--- src/rtl/latency_rx_fifo.sv ---
// Receive-side FIFO for a fixed-latency, no-backpressure register pipeline.
// STOP is raised early enough to absorb every word already in flight.
module latency_rx_fifo #(
  parameter int WIDTH   = 4,
  parameter int DEPTH   = 8,
  parameter int LATENCY = 4
) (
  input  logic                       CLK,
  input  logic                       RESET,
  input  logic [WIDTH-1:0]           I,
  input  logic                       I_VALID,
  output logic                       STOP,
  output logic [WIDTH-1:0]           O,
  output logic                       O_VALID,
  input  logic                       O_READY,
  output logic [$clog2(DEPTH+1)-1:0] COUNT,
  output logic                       OVERFLOW
);

  localparam int AW = $clog2(DEPTH);
  localparam int CW = $clog2(DEPTH+1);

  logic [WIDTH-1:0] mem [DEPTH];
  logic [AW-1:0]    rd_ptr;
  logic [AW-1:0]    wr_ptr;
  logic [CW-1:0]    count;
  logic             overflow;
  logic             push;
  logic             pop;

  assign O_VALID  = (count != '0);
  assign O        = mem[rd_ptr];
  assign pop      = O_VALID & O_READY;
  // A full FIFO still accepts a word when a pop frees a slot in the same cycle.
  assign push     = I_VALID & ((count < CW'(DEPTH)) | pop);
  // Decoded from registered count only, so the pipeline head sees no input path.
  assign STOP     = (count >= CW'(DEPTH - LATENCY));
  assign COUNT    = count;
  assign OVERFLOW = overflow;

  always_ff @(posedge CLK) begin
    if (RESET) begin
      rd_ptr   <= '0;
      wr_ptr   <= '0;
      count    <= '0;
      overflow <= 1'b0;
    end else begin
      if (push) wr_ptr <= wr_ptr + AW'(1);
      if (pop)  rd_ptr <= rd_ptr + AW'(1);
      count <= count + CW'(push) - CW'(pop);
      if (I_VALID & ~push) overflow <= 1'b1;
    end
  end

  always_ff @(posedge CLK) begin
    if (!RESET && push) mem[wr_ptr] <= I;
  end

endmodule

--- config.mk ---
export PLATFORM = sky130hd
export DESIGN_NAME = latency_rx_fifo
export DESIGN_NICKNAME = d
export VERILOG_FILES = /design/src/rtl/latency_rx_fifo.sv
export SDC_FILE = /design/constraint.sdc
export NUM_CORES = 1
export LEC_CHECK = 0
export CAP_MARGIN = 20
export CORE_UTILIZATION = 40
export DETAILED_ROUTE_END_ITERATION = 6
export GPL_TIMING_DRIVEN = 0
export PLACE_DENSITY = 0.64
export SYNTH_ARGS = -nofsm -noshare
export SYNTH_HDL_FRONTEND = slang
export SYNTH_SLANG_ARGS = --single-unit
export TNS_END_PERCENT = 10
--- constraint.sdc ---
create_clock -name CLK -period 5.37 [get_ports CLK]
set_input_delay 1.611 -clock CLK [delete_from_list [all_inputs] [get_ports CLK]]
set_output_delay 1.611 -clock CLK [all_outputs]
set_load 0.02 [all_outputs]
==> reports/summary.txt <==
status -> finished, final reports clean
commonest non-fill, non-tap cells in the layout -> edfxtp_1 (32), clkdlybuf4s50_1 (17), dfxtp_1 (14), inv_1 (12), nor2_1 (11)
Yosys reg bits -> 46
Rel. slew slack -> 0.277
number of global-route vias before repair -> 1153
Hold Vio Cnt, Final -> 0
htree depth -> 2
Min-Delay Path Class -> flop to flop
wire per inst -> 15.8 microns
die area -> 0.00526 sq mm
period utilisation layout -> 0.708
clk buf depth -> 2
boundary pin count -> 19
global-route wire length before repair -> 5740 microns
worst slew pin tran -> 1.07 ns
GPL Wtd Cong -> 0.709
row count -> 25
unrepaired setup endpoints after global routing -> false
fin cells -> 226
Final min period -> 3.80 ns
CP Class -> flop to primary output
Arr. time, crit path -> 2.19 ns
mapped cell area -> 0.00199 sq mm
syn nets -> 150
area grow syn2layout -> 18.2%
placed cells -> 218
Die X -> 72.5 microns
final core utilization -> 0.495
gr usage total -> 0.151
worst-path fanout max -> 8
fin. max-slew vios -> 0
Final HPWL DP -> 2540 microns
Clock transition at path regs -> 0.08 ns
Routed Antenna Nets -> 0
WP data required -> 3.76 ns
MaxCap Viol Count -> 0
filler cell count in the final layout -> 420
worst reg-to-reg setup slack -> 2.87 ns
leading area contributor after synthesis -> edfxtp_1
GRT overflow -> 0
DRC -> 0
pin count of the biggest net entering global routing -> 15
buffers inserted by post-CTS timing repair -> 0
Pwr Total -> 0.00101 W
CTS Root Cell -> clkbuf_8
routed vias/inst -> 5.08
Starting Density -> 0.418
initial antenna violation count -> 0
post-cts resize count -> 0
first-pass iteration count of the detailed router -> 4
cell area power density -> 429 mW/mm^2
routed vias -> 1147
Final TNS setup -> 0 ns
cell count after synthesis -> 134
maximum VDD drop -> 0.000199 V
Avg Inst Size Synth -> 14.8 sq um
layout cells sized above 1 -> 0.107
Worst-Skew Late Latency -> 0.30 ns
most common cell after layout, fill and taps aside -> edfxtp_1
Iter 0 DRT Violations -> 68
Fmax -> 263 MHz
startpoint class of the critical path -> flop
hold_buf cts -> 0
WHS -> 0.462 ns
total wire length -> 3580 microns
Die Y -> 72.5 microns
Leakage -> 0.823 nW
Yosys cell types -> 33
register area share after synthesis -> 0.624
core area -> 0.00475 sq mm
Post-Route Skew -> 0.00311 ns
Ant. Diodes -> 0
Buffers on Ports -> 17
final-report setup violation count -> 0
synth top area cells -> edfxtp_1 (48%), dfxtp_1 (14%), mux4_1 (11%)
nets@finish -> 174
TritonCTS clock tree -> yes
Setup crit end kind -> primary output
CTS Buf Count -> 5
CTS sink count -> 46
Yosys warnings -> 0
Synth top area share -> 0.483
## sequential cells by signal, summed over array words and instances (netlist names), named ones only
signal    cells
OVERFLOW      1
wr_ptr        3
rd_ptr        3
mem          32
COUNT         4
## worst paths after layout
| path | to | startpoint | cells after the start |
|---|---|---|---|
| worst max-delay path | O[2] | flop | 4 |
| worst min-delay path | OVERFLOW$_SDFFE_PP0P_ | OVERFLOW$_SDFFE_PP0P_ | 2 |
| worst max register to register | COUNT[3]$_SDFF_PP0_ | COUNT[3]$_SDFF_PP0_ | 10 |
| worst min register to register | OVERFLOW$_SDFFE_PP0P_ | OVERFLOW$_SDFFE_PP0P_ | 2 |
## Yosys cell counts
| cell | n |
|---|---|
| o211ai_1 | 1 |
| or4_1 | 1 |
| a21oi_1 | 7 |
| nand4_1 | 3 |
| nor2_1 | 11 |
| ha_1 | 7 |
| nor3_1 | 3 |
| a311oi_1 | 1 |
| mux4_1 | 8 |
| nor4_1 | 1 |
| nor2b_1 | 4 |
| nand2b_1 | 1 |
| edfxtp_1 | 32 |
| nand3b_1 | 1 |
| xor2_1 | 1 |
| nand2_1 | 2 |
| fa_1 | 1 |
| buf_6 | 1 |
| clkbuf_1 | 2 |
| mux2_2 | 6 |
| o21ai_0 | 2 |
| or3_1 | 1 |
| o31ai_1 | 2 |
| nor4bb_1 | 1 |
| nor4b_1 | 1 |
| dfxtp_1 | 14 |
| nor3b_2 | 1 |
| nand3_1 | 2 |
| nand4bb_1 | 1 |
| a31o_2 | 1 |
| inv_1 | 12 |
| a21o_1 | 1 |
| buf_1 | 1 |
## area by class of cell
cell class | instances | area (sq um) | area share
flip-flops and latches | 46 | 1240 | 0.528
multi-input cells | 72 | 681 | 0.289
repair buffers | 17 | 170 | 0.0723
well taps | 67 | 83.8 | 0.0356
clock buffers | 5 | 68.8 | 0.0293
inverters | 12 | 45.0 | 0.0191
clock inverters | 3 | 40.0 | 0.0170
plain buffers | 4 | 22.5 | 0.00957
## routing by layer
metal  share of wire  up-vias  track usage
li1                -      558            -
met1            0.44      558        0.183
met2            0.50       26        0.249
met3           0.042        5       0.0472
met4           0.014        0       0.0632
met5               0        -            0
## stage by stage
stage	worst slack [ns]	instance area (sq um)
after floorplan	2.16	1990
after global placement	1.47	2240
after detailed placement	1.39	2240
after CTS	1.52	2350
after global routing	1.45	2350
final	1.57	2350
## cell families (layout without fill, tap and decap cells)
family / Yosys count / after routing / share of synthesized area
compound gates: 15 / 15 / 0.0465
xor+xnor: 1 / 1 / 0.00440
simple gates: 34 / 34 / 0.0975
flops: 46 / 46 / 0.624
buf+inv: 16 / 41 / 0.0340
mux: 14 / 14 / 0.140
fa+ha+maj: 8 / 8 / 0.0541
## report_power, final
part	internal [W]	switching, W
registers	0.000410	0.0000279
logic	0.000161	0.000160
clock network	0.000137	0.000113
## critical path, cell delays in order, from the launching register on
cell	delay (ns)
dfxtp_1	0.32
clkbuf_1	0.38
mux4_1	0.37
mux2_2	0.29
clkdlybuf4s50_1	0.54
Note: power is estimated with default switching activity, not from simulation.
